`config.mk`:
```
export PLATFORM = sky130hd
export DESIGN_NAME = stopwatch_control
export DESIGN_NICKNAME = d
export VERILOG_FILES = /design/src/rtl/stopwatch_control.sv
export SDC_FILE = /design/constraint.sdc
export NUM_CORES = 1
export LEC_CHECK = 0
export ABC_AREA = 1
export BUFFER_PORTS_ARGS = -buffer_cell sky130_fd_sc_hd__buf_2
export CAP_MARGIN = 25
export CORE_MARGIN = 1
export CORE_UTILIZATION = 42
export CTS_CLUSTER_DIAMETER = 60
export DETAILED_ROUTE_END_ITERATION = 16
export REMOVE_ABC_BUFFERS = 1
export SLEW_MARGIN = 20
export SYNTH_ARGS = -nofsm -noshare
export SYNTH_HDL_FRONTEND = slang
export SYNTH_SLANG_ARGS = --single-unit
```
`constraint.sdc`:
```
create_clock -name i_clk -period 1.8 [get_ports i_clk]
set_input_delay 0.45 -clock i_clk [delete_from_list [all_inputs] [get_ports i_clk]]
set_output_delay 0.45 -clock i_clk [all_outputs]
set_load 0.02 [all_outputs]
```
`src/rtl/stopwatch_control.sv`:
```
// Stopwatch run/pause/clear controller feeding cascaded BCD digit counters.
// Latency: raw button edge to state/clear update is DEBOUNCE_CYCLES+3 clocks; no backpressure (outputs are pulses/levels).

module stopwatch_debounce #(
    parameter int DEBOUNCE_CYCLES = 1_000_000,
    parameter int DB_BITS         = 20
) (
    input  logic i_clk,
    input  logic i_rst,
    input  logic i_btn,
    output logic o_press
);

    localparam logic [DB_BITS-1:0] DB_LAST = DB_BITS'(DEBOUNCE_CYCLES - 1);

    logic [1:0]         r_sync;
    logic [DB_BITS-1:0] r_cnt;
    logic               r_level;
    logic               r_level_d;

    // Counter restarts whenever the synchronized input agrees with the accepted level,
    // so only an uninterrupted run of DEBOUNCE_CYCLES disagreeing samples flips it.
    always_ff @(posedge i_clk) begin
        if (i_rst) begin
            r_sync    <= 2'b00;
            r_cnt     <= '0;
            r_level   <= 1'b0;
            r_level_d <= 1'b0;
        end else begin
            r_sync    <= {r_sync[0], i_btn};
            r_level_d <= r_level;
            if (r_sync[1] == r_level) begin
                r_cnt <= '0;
            end else if (r_cnt == DB_LAST) begin
                r_level <= r_sync[1];
                r_cnt   <= '0;
            end else begin
                r_cnt <= r_cnt + DB_BITS'(1);
            end
        end
    end

    assign o_press = r_level & ~r_level_d;

endmodule

module stopwatch_control #(
    parameter int DEBOUNCE_CYCLES = 1_000_000,
    parameter int TICK_DIV        = 1_000_000,
    parameter int DB_BITS         = 20,
    parameter int TICK_BITS       = 20
) (
    input  logic       i_clk,
    input  logic       i_rst,
    input  logic       i_btn_start_stop,
    input  logic       i_btn_clear,
    input  logic       i_sw_direction,
    input  logic       i_zero_reached,
    output logic       o_count_enable,
    output logic       o_up_down,
    output logic       o_clear,
    output logic       o_running,
    output logic [1:0] o_state
);

    typedef enum logic [1:0] {
        IDLE    = 2'b00,
        RUNNING = 2'b01,
        PAUSED  = 2'b10,
        DONE    = 2'b11
    } state_t;

    localparam logic [TICK_BITS-1:0] TICK_LAST = TICK_BITS'(TICK_DIV - 1);

    state_t               r_state;
    logic [TICK_BITS-1:0] r_prescaler;
    logic                 r_count_enable;
    logic                 r_up_down;
    logic                 r_clear;
    logic                 r_running;

    logic w_start_evt;
    logic w_clear_evt;
    logic w_tick;
    logic w_hit_zero;

    stopwatch_debounce #(
        .DEBOUNCE_CYCLES (DEBOUNCE_CYCLES),
        .DB_BITS         (DB_BITS)
    ) u_db_start (
        .i_clk   (i_clk),
        .i_rst   (i_rst),
        .i_btn   (i_btn_start_stop),
        .o_press (w_start_evt)
    );

    stopwatch_debounce #(
        .DEBOUNCE_CYCLES (DEBOUNCE_CYCLES),
        .DB_BITS         (DB_BITS)
    ) u_db_clear (
        .i_clk   (i_clk),
        .i_rst   (i_rst),
        .i_btn   (i_btn_clear),
        .o_press (w_clear_evt)
    );

    assign w_tick     = (r_state == RUNNING) && (r_prescaler == TICK_LAST);
    // Counting down onto all-zero digits: stop here rather than let the tick wrap them.
    assign w_hit_zero = w_tick && !r_up_down && i_zero_reached;

    always_ff @(posedge i_clk) begin
        if (i_rst) begin
            r_state        <= IDLE;
            r_prescaler    <= '0;
            r_count_enable <= 1'b0;
            r_up_down      <= 1'b1;
            r_clear        <= 1'b0;
            r_running      <= 1'b0;
        end else begin
            r_count_enable <= 1'b0;
            r_clear        <= 1'b0;
            if (w_clear_evt) begin
                r_state     <= IDLE;
                r_clear     <= 1'b1;
                r_prescaler <= '0;
                r_running   <= 1'b0;
            end else begin
                case (r_state)
                    IDLE: begin
                        r_prescaler <= '0;
                        r_up_down   <= i_sw_direction;
                        if (w_start_evt) begin
                            r_state   <= RUNNING;
                            r_running <= 1'b1;
                        end
                    end
                    RUNNING: begin
                        if (w_hit_zero) begin
                            r_state     <= DONE;
                            r_running   <= 1'b0;
                            r_prescaler <= '0;
                        end else begin
                            r_count_enable <= w_tick;
                            r_prescaler    <= w_tick ? '0 : r_prescaler + TICK_BITS'(1);
                            if (w_start_evt) begin
                                r_state   <= PAUSED;
                                r_running <= 1'b0;
                            end
                        end
                    end
                    PAUSED: begin
                        if (w_start_evt) begin
                            r_state   <= RUNNING;
                            r_running <= 1'b1;
                        end
                    end
                    DONE: begin
                        r_prescaler <= '0;
                    end
                endcase
            end
        end
    end

    assign o_count_enable = r_count_enable;
    assign o_up_down      = r_up_down;
    assign o_clear        = r_clear;
    assign o_running      = r_running;
    assign o_state        = r_state;

endmodule

```
## Yosys cells after proc, flatten, opt, wreduce, memory -nomap -nowiden

Cells that the tools add are included.

- Add/subtract/negate cells: 3
- $mul: 0
- Divide/modulo/power cells: 0
- $lt $le $gt $ge: 0
- Eq/ne operators: 10
- Shift operators: 0
- Muxes and demuxes: 12
- Bitwise gates (word level): 8
- Reductions and logical operators: 17

Operators with widths:

| kind | count |
|---|---|
| $add 20x1->20 const B | 3 |
| $eq 20x20->1 const B | 3 |
| $mux 20 | 2 |
| $pmux 20 s2 | 1 |
| $mux 2 | 3 |
| $not 1->1 | 6 |
| $reduce_and 2->1 | 3 |
| $reduce_or 2->1 | 3 |
| $reduce_or 3->1 | 2 |
| $eq 2x2->1 const B | 2 |
| $mux 1 | 4 |
| $pmux 2 s2 | 1 |
| $reduce_bool 2->1 | 2 |
| $reduce_or 4->1 | 1 |
| $logic_and 1x1->1 | 3 |
| $ne 3x2->1 const B | 1 |
| $reduce_and 3->1 | 1 |
| $and 1x1->1 | 2 |
| $eq 1x1->1 | 2 |
| $eq 2x1->1 const B | 1 |
| $logic_not 2->1 | 1 |
| $ne 2x1->1 const B | 1 |
| $pmux 1 s2 | 1 |
| $logic_not 1->1 | 1 |

- Register bits after elaboration: 74
- Latch bits: 0
- RAM bits: 0
- Memory bits (read-only): 0
- Input bits: 6
- Output and inout port bits: 6
- Logic and storage cells: 64
- Memories: 0

## Longest topological paths before layout

Gate-level depths: netlist of the first run.

- Depth after elaboration: 6
- Mapped depth: 10
- Depth with buffers taken out: 10

## Hierarchy

Synthesis of the first run repeated with hierarchy kept, for this count alone.

- Cell total of the unflattened synthesis: 530
- Area, all modules: 3787.4 um^2

By module, submodules not included:

| module | times used | cells an instance | area an instance (um^2) | seq. area each (um^2) |
|---|---|---|---|---|
| stopwatch_debounce | 2 | 169 | 1198.6 | 480.5 |
| stopwatch_control | 1 | 192 | 1390.1 | 520.5 |

## Worst setup path after synthesis of the first run

No wires, ideal clock.

- Path type: register to register
- Start: register r_state[0], in the netlist o_state[0]
- End: register r_prescaler[19]
- Library setup time: 114 ps
- Arrival: 1634 ps
- Data required time: 1686 ps
- Path slack: 51 ps
- Cell stages (with the launch flop): 9
- Path buffers: 0
- Period minus slack after synthesis: 1749 ps
- Cell sequence: dfxtp_1 -> inv_1 -> ha_1 -> inv_1 -> nand3_2 -> nor2_4 -> nand3_1 -> xor2_1 -> nor2_1

- Cells in the longest elaborated chain, start to end: 6
- Elaborated cells between the ends (all ways): 11
- Those cells by class: eq/ne: 2; mux: 3; reduce/logical: 6

Ends and longest elaborated chain:

| item | RTL line | source |
|---|---|---|
| start: declaration | 75 | `state_t r_state;` |
| start signal: assignment | 113 | `r_state <= IDLE;` |
| start signal: assignment | 123 | `r_state <= IDLE;` |
| start signal: assignment | 133 | `r_state <= RUNNING;` |
| $eq 2x1->1 | 107, 128 |  |
| $logic_and 1x1->1 | 107 | `assign w_tick = (r_state == RUNNING) && (r_prescaler == TICK_LAST);` |
| $logic_and 1x1->1 (2 in a row) | 109 | `assign w_hit_zero = w_tick && !r_up_down && i_zero_reached;` |
| $mux 20 | 138 | `if (w_hit_zero) begin` |
| $pmux 20 s2 | 128 | `case (r_state)` |
| end signal: assignment | 144 | `r_prescaler <= w_tick ? '0 : r_prescaler + TICK_BITS'(1);` |
| end: declaration | 76 | `logic [TICK_BITS-1:0] r_prescaler;` |

Several ways; a longest one is shown, not always the timed one.
A chain may end at the register's enable or synchronous reset.

## Final worst setup path of the first run

- Start: register r_state[1], in the netlist o_state[1]
- End: register r_prescaler[0]

Same word-level chain as after synthesis.

==> key figures, run 1 <==
Job
  • Max-Cap Viols: 0

Yosys
  • Largest family of logic cells by synthesized area: simple AND/OR/NAND/NOR gates
  • Simple-gate portion of the synthesized area: between 30% and 40%
  • Yosys warning count: 0
  • Netlist cell types: 39
  • Seq cells post-synth: 74
  • Mux cell area share after synthesis: 0%
  • Post-Synth Adder-Cell Area: 2.69%
  • Post-Synth XOR/XNOR Area: 4.95%
  • Synth Instances: around 490
  • Syn Area/Cell: 7.57 sq um
  • Register area share after synthesis: 39.9%
  • Mapped Area: approximately 3700 sq um
  • Complex-gate fraction of the synthesized area: under 10%

Global route
  • Initial antenna violation count: 0
  • Vias in the first global route: 2837
  • Gr ovfl total: 0
  • GR Util All Layers: 17.8%
  • First-pass GRT wire length: 12700 um
  • Largest net degree at the start of global routing: 20

Die
  • Die height: 96.0 um
  • Die footprint: 9220 sq um
  • Initial core utilization: about 44%
  • Ports: 12
  • Core footprint: 8380 sq um
  • Die W: 96.0 um
  • Rows: 33

Run status
  • Run status: complete, no violations

Clock tree
  • Clock tree from TritonCTS: built
  • Root buf cell: clkbuf_8
  • # H-tree levels: 3
  • Worst-Skew Late Latency: 340 ps
  • Num Clock Sinks: between 70 and 80
  • Hold buffers post-CTS: 0
  • Clk buf depth: 2
  • Clock slew at reported path FFs: 80 ps
  • Total CTS buffers: 9

Final layout
  • Layout Nets: between 500 and 600
  • Layout area overhead: 12.0%
  • Most frequent cells in the layout: nand2_1, nor2_1, dfxtp_1
  • Layout cells sized above 1: 17.8%
  • Commonest non-fill, non-tap cell in the layout: nand2_1
  • Final non-filler cell total: 628
  • Antenna cell count: 0

Timing
  • Hold_ws: 314 ps
  • Setup violators final: 0
  • Max-slew violations: 0
  • Min cycle time layout: 1660 ps
  • Final setup margin: 141 ps
  • Maximum operating frequency: 603 MHz
  • Final period util: between 90% and 100%
  • Worst Tran Pin Value: just under 600 ps
  • Worst Clk Skew: 11.3 ps
  • Endpoints failing hold: 0
  • Setup TNS: 0 ps
  • Slew headroom: 60.5%

Detailed routing
  • Uppermost layer routed: met4
  • Drt pass-1 iters: 4
  • Drt initial violations: 100
  • Drt wl/cell: 11.9 um
  • WL met3: around 270 um
  • Routed length on met2: 3310 um
  • Vias per Instance: roughly 4.9
  • WL final: between 7000 and 8000 um
  • Vias after detailed routing: around 3100
  • DR DRC count: 0
  • Post-route ant nets: 0
  • WL met1: 3850 um

Worst setup path
  • Terminus of the critical flop-to-flop path: r_prescaler[0]
  • R2R Setup Slk: 140 ps
  • WS Path Type: flop to flop
  • CP max FO: 19
  • FF-to-FF path depth: 9
  • Critical Path AT: 1910 ps
  • Reg-to-reg startpoint: o_state[1]
  • CP Launch Type: flop
  • Critical Path End Type: flop
  • Required time at the worst-slack endpoint: 2060 ps

Placed design
  • DP Cell Count: 608
  • GPL Wtd Cong: a little over 0.9
  • Pre-CTS WS: 74.5 ps
  • Final HPWL DP: ~5600 um
  • IO Port Bufs: 11

Min path
  • Hold Path Depth: 3
  • Hold path endpoint: u_db_clear.r_sync[0]
  • Start point of the worst hold path: i_btn_clear
  • Worst hold path type: input port to flop

Pwr
  • P_leak: 1.44 nW
  • Peak VDD IR: 408 uV
  • Pwr dens: approximately 870 nW/um^2
==> per-stage QoR <==
step | util (%) | total power [mW] | cell area [sq um]
4_1_cts | 48.6 | 3.63 | 4080
6_report | 49.6 | 3.61 | 4160
3_5_place_dp | 46.6 | 2.48 | 3910
2_1_floorplan | - | 2.30 | 3670
5_1_grt | 49.6 | 3.83 | 4160
3_3_place_gp | 46.6 | 2.46 | 3910
==> cell families after synthesis <==
group                      after synthesis
buffers and inverters                   68
DFF                                     74
and+or+nand+nor                        281
xor gates and xnor gates                21
adders and majority gates                8
AOI/OAI and AO/OA                       39
==> layout make-up <==
type	instances	area (sq um)
fillers	866	4220
multi-input cells	351	2020
flip-flops and latches	74	1480
inverters	62	233
clock buffers	11	141
well taps	105	131
repair buffers	20	123
clock inverters	5	28.8
==> timing repair <==
item | CTS | global route
hold endpoints to repair | 0 | 0
setup endpoints to repair | 0 | 35
setup buffers | 0 | 2
resized for setup | 0 | 9
==> worst max-delay path, cell delays in order (launching register included) <==
cell and delay [ps]:
dfxtp_1 420, inv_1 110, ha_1 220, inv_1 120, nor4_2 50, nand3_1 150, nand2_2 80, nand2_4 90
nand2_8 100, nor3b_1 220
==> where the power goes <==
part	internal (mW)	switching, mW
Combinational	0.247	0.463
Sequential	1.70	0.0652
Clock	0.534	0.602
Total	2.48	1.13
==> routing by layer <==
metal | global-route usage [%] | up-vias
li1 | - | 1654
met1 | 23.6 | 1399
met2 | 28.0 | 44
met3 | 4.82 | 8
met4 | 5.60 | 0
met5 | 0 | -
==> worst max-delay path by stage <==
stage / startpoint / to / cells past startpoint
after detailed placement: u_db_clear.r_cnt[0] / u_db_clear.r_cnt[13] / 8
after global placement: o_state[0] / r_prescaler[11] / 6
after floorplan: o_state[0] / r_prescaler[19] / 8
final: o_state[1] / r_prescaler[0] / 9
after CTS: o_state[0] / r_prescaler[11] / 6
after global routing: o_state[1] / r_prescaler[0] / 9
==> cell usage after synthesis, drive strengths merged <==
library cell	number	area share (%)
a211oi	2	0.40
a21oi	24	3.3
a31o	1	0.24
a31oi	1	0.17
and3	2	0.34
buf	5	1.2
clkbuf	1	0.10
dfxtp	74	40
ha	8	2.7
inv	62	6.3
nand2	93	11
nand3	33	5.3
nand3b	2	0.40
nand4	12	2.8
nor2	94	11
nor3	27	4.5
nor3b	6	1.2
nor4	8	1.9
o2111ai	1	0.24
o211ai	6	1.2
o21ai	4	0.54
or2	4	0.67
xnor2	7	1.7
xor2	14	3.3
==> flip-flops by register name (all words and copies together), names as in the netlist, 2 cells and up <==
| register | cells |
|---|---|
| u_db_start.r_sync | 2 |
| o_state | 2 |
| u_db_clear.r_cnt | 20 |
| u_db_clear.r_sync | 2 |
| r_prescaler | 20 |
| u_db_start.r_cnt | 20 |
Power figures use the tool's default switching activity.
==> run 2: changes to the inputs <==
CORE_ASPECT_RATIO = 0.7   (was unset)
==> key figures, run 2 (same netlist as run 1, synthesis figures left out) <==
Clock tree
  • # H-tree levels: 3
  • Worst-Skew Late Latency: 330 ps
  • Clock slew at reported path FFs: 60 ps
  • Total CTS buffers: 9
  • Root buf cell: clkbuf_16
  • Clk buf depth: 2
  • Clock tree from TritonCTS: built
  • Num Clock Sinks: 74
  • Hold buffers post-CTS: 0

Pwr
  • Overall power: 4.22 mW
  • Clock share of power: a little over two fifths
  • Pint: 3.07 mW
  • P_leak: around 1.5 nW
  • Flop pwr share: slightly above 40%
  • Combinational group share of total power: roughly 17%
  • Peak VDD IR: about 480 uV
  • Sw frac: between 20% and 30%
  • Pwr dens: 983 nW/um^2
  • Net switching power: between 1 and 1.5 mW

Worst setup path
  • WS Path Type: flop to flop
  • Required time at the worst-slack endpoint: 2020 ps
  • Crit-path cells: ha_2 > inv_1 > nor2_4 > nand3_2 > nor2_4 > nand2_4 > nor2_4 > nand3_2 > xor2_1 > nor2_2
  • CP max stage delay: 380 ps
  • CP max FO: 4
  • Critical Path AT: 1920 ps
  • Crit-path most repeated cell: nor2_4
  • Worst path top cell family by delay: simple AND/OR/NAND/NOR gates
  • CP Launch Type: flop
  • Critical Path End Type: flop
  • Critical Path Slowest Stage Cell: dfxtp_1
  • Worst Path Buf+Inv: 1

Run status
  • Run status: complete, no violations

Final layout
  • Most frequent cells in the layout: nand2_1, nor2_1, dfxtp_1
  • Layout cells sized above 1: 16.8%
  • Final non-filler cell total: 639
  • Post-route core utilization: 50.4%
  • Antenna cell count: 0
  • Top flop regs: r_prescaler x20, u_db_clear.r_cnt x20, u_db_start.r_cnt x20
  • Commonest non-fill, non-tap cell in the layout: nand2_1
  • Layout Nets: 530
  • Layout area overhead: 15.5%

Die
  • Rows: 28
  • Core footprint: ~8500 sq um
  • Initial core utilization: 43.6%
  • Die W: ~110 um
  • Die height: 80.7 um
  • Die footprint: 9230 sq um
  • Ports: 12

Timing
  • Final period util: 94.0%
  • Max-slew violations: 0
  • Endpoints failing hold: 0
  • Setup TNS: 0 ps
  • Slew headroom: around 62%
  • Setup violators final: 0
  • Min cycle time layout: 1690 ps
  • Maximum operating frequency: 591 MHz
  • Worst Clk Skew: about 7.6 ps
  • Worst Tran Pin Value: 567 ps

Global route
  • Largest net degree at the start of global routing: 20
  • Vias in the first global route: 2734
  • Initial antenna violation count: 0
  • GR Util All Layers: 18.1%
  • Gr ovfl total: 0
  • First-pass GRT wire length: 12800 um

Detailed routing
  • Post-route ant nets: 0
  • Vias after detailed routing: 3107
  • Vias per Instance: 4.86
  • DR DRC count: 0
  • Drt pass-1 iters: 5
  • Drt wl/cell: ~12 um
  • Drt initial violations: 179
  • WL final: 7680 um

Placed design
  • Final HPWL DP: 5690 um
  • GPL Wtd Cong: approximately 0.8
  • DP Cell Count: 622
  • IO Port Bufs: 11

Min path
  • Worst hold path type: input port to flop

Job
  • Max-Cap Viols: 0
==> run 2: cell types whose count changed in the layout (fill, tap and decap cells not counted), sizes merged <==
| cell | change |
|---|---|
| clkinv | -4 |
| clkbuf | +1 |
| clkinvlp | +1 |
| buf | -2 |
| bufinv | +1 |
| inv | -1 |
==> run 2: cell type report <==
type / instances / area, sq um
Timing Repair Buffer: 18 / 119
Inverter: 62 / 233
Multi-Input combinational cell: 351 / 2010
Clock buffer: 12 / 256
Clock inverter: 2 / 37.5
Tap cell: 120 / 150
Fill cell: 827 / 4220
Sequential cell: 74 / 1480
==> run 2: worst reg2reg max path, cell delays in order (launching register included) <==
cell and delay, ps:
dfxtp_1 380, ha_2 230, inv_1 90, nor2_4 130, nand3_2 90, nor2_4 160
nand2_4 80, nor2_4 120, nand3_2 80, xor2_1 170, nor2_2 50
==> run 2: power by group through the flow <==
stage               Clock (mW)  Sequential [mW]  Combinational (mW)
finish                    1.76             1.75               0.699
global route              1.89             1.76               0.786
CTS                       1.81             1.75               0.696
detailed placement           0             1.78               0.695
global placement             0             1.78               0.684
floorplan                    0             1.81               0.486
==> run 2: worst paths after layout <==
kind / from / endpoint / slack [ps] / cells after the start
max: r_prescaler[0] / r_prescaler[18] / 110 / 10
min reg2reg: u_db_clear.r_sync[0] / u_db_clear.r_sync[1] / 400 / 2
min: i_btn_start_stop / u_db_start.r_sync[0] / 330 / 3
max reg2reg: r_prescaler[0] / r_prescaler[18] / 110 / 10
==> run 2: metrics by stage <==
step | instance area (sq um) | hold slack (ps) | setup WS (ps)
floorplan | 3670 | 388 | 50.0
global placement | 3920 | 396 | -30.2
detailed placement | 3920 | 398 | 39.7
CTS | 4210 | 323 | 32.7
global route | 4290 | 341 | -5.62
finish | 4290 | 334 | 108
==> run 2: what timing repair did <==
| item | 4_1_cts | 5_1_grt |
|---|---|---|
| gates resized for setup | 0 | 10 |
| setup buffers | 0 | 1 |
| endpoints found under the setup margin | 0 | 42 |
| endpoints found under the hold margin | 0 | 0 |
==> run 2: layer usage <==
metal	up-vias	track usage [%]	wire, um
li1	1648	-	-
met1	1401	26.2	4230
met2	54	24.6	3040
met3	4	5.51	346
met4	0	7.14	64
met5	-	0	0
==> run 3: changes to the inputs <==
SYNTH_HIERARCHICAL = 1   (was unset)
==> key figures, run 3 <==
Run status
  • Run status: complete, no violations

Die
  • Rows: 28
  • Initial core utilization: 44.1%
  • Core footprint: 8580 sq um
  • Ports: 12
  • Die footprint: about 9400 sq um
  • Die W: 116 um
  • Die height: 81.5 um

Pwr
  • Clock share of power: roughly 53%
  • P_leak: 1.56 nW
  • Pwr dens: approximately 820 nW/um^2
  • Peak VDD IR: 554 uV
  • Overall power: 3.58 mW
  • Combinational group share of total power: 1.1%
  • Sw frac: 19.5%
  • Flop pwr share: 46.0%
  • Net switching power: 700 uW
  • Pint: 2.88 mW

Yosys
  • Post-synth top area share: about two fifths
  • Count leader, synth: nand2_1
  • Syn Area/Cell: 7.15 sq um
  • Synth area leaders: dfxtp_1, nand2_1, nor2_1, inv_1, nor2_2
  • Netlist cell types: 31
  • Synth top cells by count: nand2_1, nor2_1, dfxtp_1, inv_1, nand3_1
  • Mapped Area: 3790 sq um
  • Ys async rst share: 0%
  • Synth Instances: 530
  • Register area share after synthesis: 39.1%
  • Cell taking the most area after synthesis: dfxtp_1
  • Yosys warning count: 6
  • Seq cells post-synth: 74
  • Post-synth EDFFs: 0
  • Top FF cell, synth: dfxtp_1

Timing
  • Slew headroom: 79.7%
  • Max-slew violations: 0
  • Worst Tran Pin Value: 302 ps
  • Min cycle time layout: 1700 ps
  • Endpoints failing hold: 0
  • Setup violators final: 0
  • Final setup margin: 102 ps
  • Maximum operating frequency: around 590 MHz
  • Worst Clk Skew: 6.77 ps
  • Final period util: 94.3%

Final layout
  • Post-route core utilization: 51.0%
  • # fillers: 856
  • Layout cells sized above 1: between 10% and 20%
  • Layout area overhead: 15.6%
  • Most frequent cells in the layout: nand2_1, nor2_1, dfxtp_1
  • Commonest non-fill, non-tap cell in the layout: nand2_1
  • Antenna cell count: 0
  • Finished Cell Area: 4380 sq um
  • Top flop regs: r_prescaler x20, u_db_clear/r_cnt x20, u_db_start/r_cnt x20
  • Layout Nets: 569

Clock tree
  • Clk buf depth: 2
  • Total CTS buffers: 9
  • Worst-Skew Late Latency: 330 ps
  • Clock tree from TritonCTS: built
  • Root buf cell: clkbuf_16
  • # H-tree levels: 3
  • Clock slew at reported path FFs: 60 ps
  • Hold buffers post-CTS: 0
  • Num Clock Sinks: 74

Global route
  • Gr ovfl total: 0
  • First-pass GRT wire length: 13200 um
  • Initial antenna violation count: 0
  • Largest net degree at the start of global routing: 19
  • GR Util All Layers: 18.1%
  • Vias in the first global route: approximately 2800

Detailed routing
  • Drt pass-1 iters: 4
  • Vias per Instance: 4.74
  • Drt initial violations: ~140
  • WL final: 7730 um
  • Post-route ant nets: 0
  • Drt wl/cell: between 10 and 15 um
  • DR DRC count: 0
  • Vias after detailed routing: 3226

Worst setup path
  • CP Launch Point: o_state[0]
  • FF-to-FF path depth: 10
  • Critical Path Slowest Stage Cell: dfxtp_2
  • Critical Path AT: ~1900 ps
  • Crit-path cells: inv_1 > ha_1 > nor2_4 > nand4_4 > nor2_4 > nand2_4 > nor2_4 > nand3_1 > nand2_1 > a21oi_1
  • Terminus of the critical flop-to-flop path: r_prescaler[13]
  • Reg-to-reg startpoint: o_state[0]
  • CP Launch Type: flop
  • CP max FO: 5
  • WS Path Type: flop to flop
  • Worst path top cell family by delay: simple AND/OR/NAND/NOR gates
  • End of the critical path: r_prescaler[13]
  • CP max stage delay: 370 ps
  • Crit-path most repeated cell: nor2_4
  • Required time at the worst-slack endpoint: 2020 ps
  • Critical Path End Type: flop
  • Worst Path Buf+Inv: 1
  • R2R Setup Slk: 100 ps
  • Cell depth of the worst setup path: 10

Placed design
  • GPL Wtd Cong: 0.838
  • Final HPWL DP: 5740 um
  • Pre-CTS WS: -13.1 ps
  • IO Port Bufs: 11
  • Post-DP Area: around 4000 sq um

Job
  • Max-Cap Viols: 0

Min path
  • Worst hold path type: input port to flop
run 3: changes by cell type after synthesis, sizes merged, moves of 6 or more:
cell and delta:
nor2 +30, nor4 -7, nand2 +20, nor3 -7, inv +6, nand3 +10
o211ai -6
run 3: worst register-to-register path: stages, from the launching register on:
cell and delay [ps]:
dfxtp_2 370, inv_1 80, ha_1 260, nor2_4 180
nand4_4 130, nor2_4 170, nand2_4 90, nor2_4 110
nand3_1 80, nand2_1 80, a21oi_1 40
run 3: layout make-up:
type	instances	area (sq um)	area share, %
clock inverter	3	45.0	1.03
tap	120	150	3.43
timing repair buffer	17	100	2.29
inverter	68	255	5.83
clock buffer	13	280	6.40
multi-input combinational	385	2060	47.0
sequential	74	1490	34.0
run 3: power groups by stage:
stage	Combinational (mW)	Clock (mW)	Sequential, mW
2_1_floorplan	0.0229	0	1.69
3_3_place_gp	0.0387	0	1.69
3_5_place_dp	0.0393	0	1.69
4_1_cts	0.0395	1.94	1.65
5_1_grt	0.0447	2.01	1.65
6_report	0.0388	1.89	1.65
run 3: kinds of logic after synthesis:
kind of cell,synth area share (%)
AND/OR/NAND/NOR,40.5
flip-flops,39.1
buffers and inverters,7.99
AO/OA/AOI/OAI,4.89
XOR/XNOR,4.86
adder cells (fa/ha/maj),2.64
run 3: worst min path at each step:
stage	startpoint	endpoint	slack [ps]	cells after the start
2_1_floorplan	u_db_clear/r_sync[0]	u_db_clear/r_sync[1]	390	2
3_3_place_gp	u_db_clear/r_sync[0]	u_db_clear/r_sync[1]	390	2
3_5_place_dp	u_db_start/r_sync[0]	u_db_start/r_sync[1]	390	2
4_1_cts	i_btn_clear	u_db_clear/r_sync[0]	320	3
5_1_grt	i_btn_clear	u_db_clear/r_sync[0]	320	3
6_report	i_btn_clear	u_db_clear/r_sync[0]	320	3
run 3: what timing repair did:
item / in CTS / in global routing
buffers inserted: 0 / 1
setup endpoints to repair: 3 / 7
resized for setup: 2 / 13
pin swaps: 0 / 4
run 3: stage by stage:
step	hold slack, ps	std cells	TNS, ps
floorplan	388	527	-43.9
global placement	389	663	0
detailed placement	393	663	-13.1
CTS	316	679	0
global route	316	680	-24.1
finish	325	680	0
run 3: per-layer routing:
layer | GRT usage (%) | wire length, um | share of wire [%]
met1 | 27.1 | 4290 | 55
met2 | 24.9 | 2960 | 38
met3 | 5.09 | 419 | 5.4
met4 | 5.06 | 63 | 0.81
met5 | 0 | 0 | 0
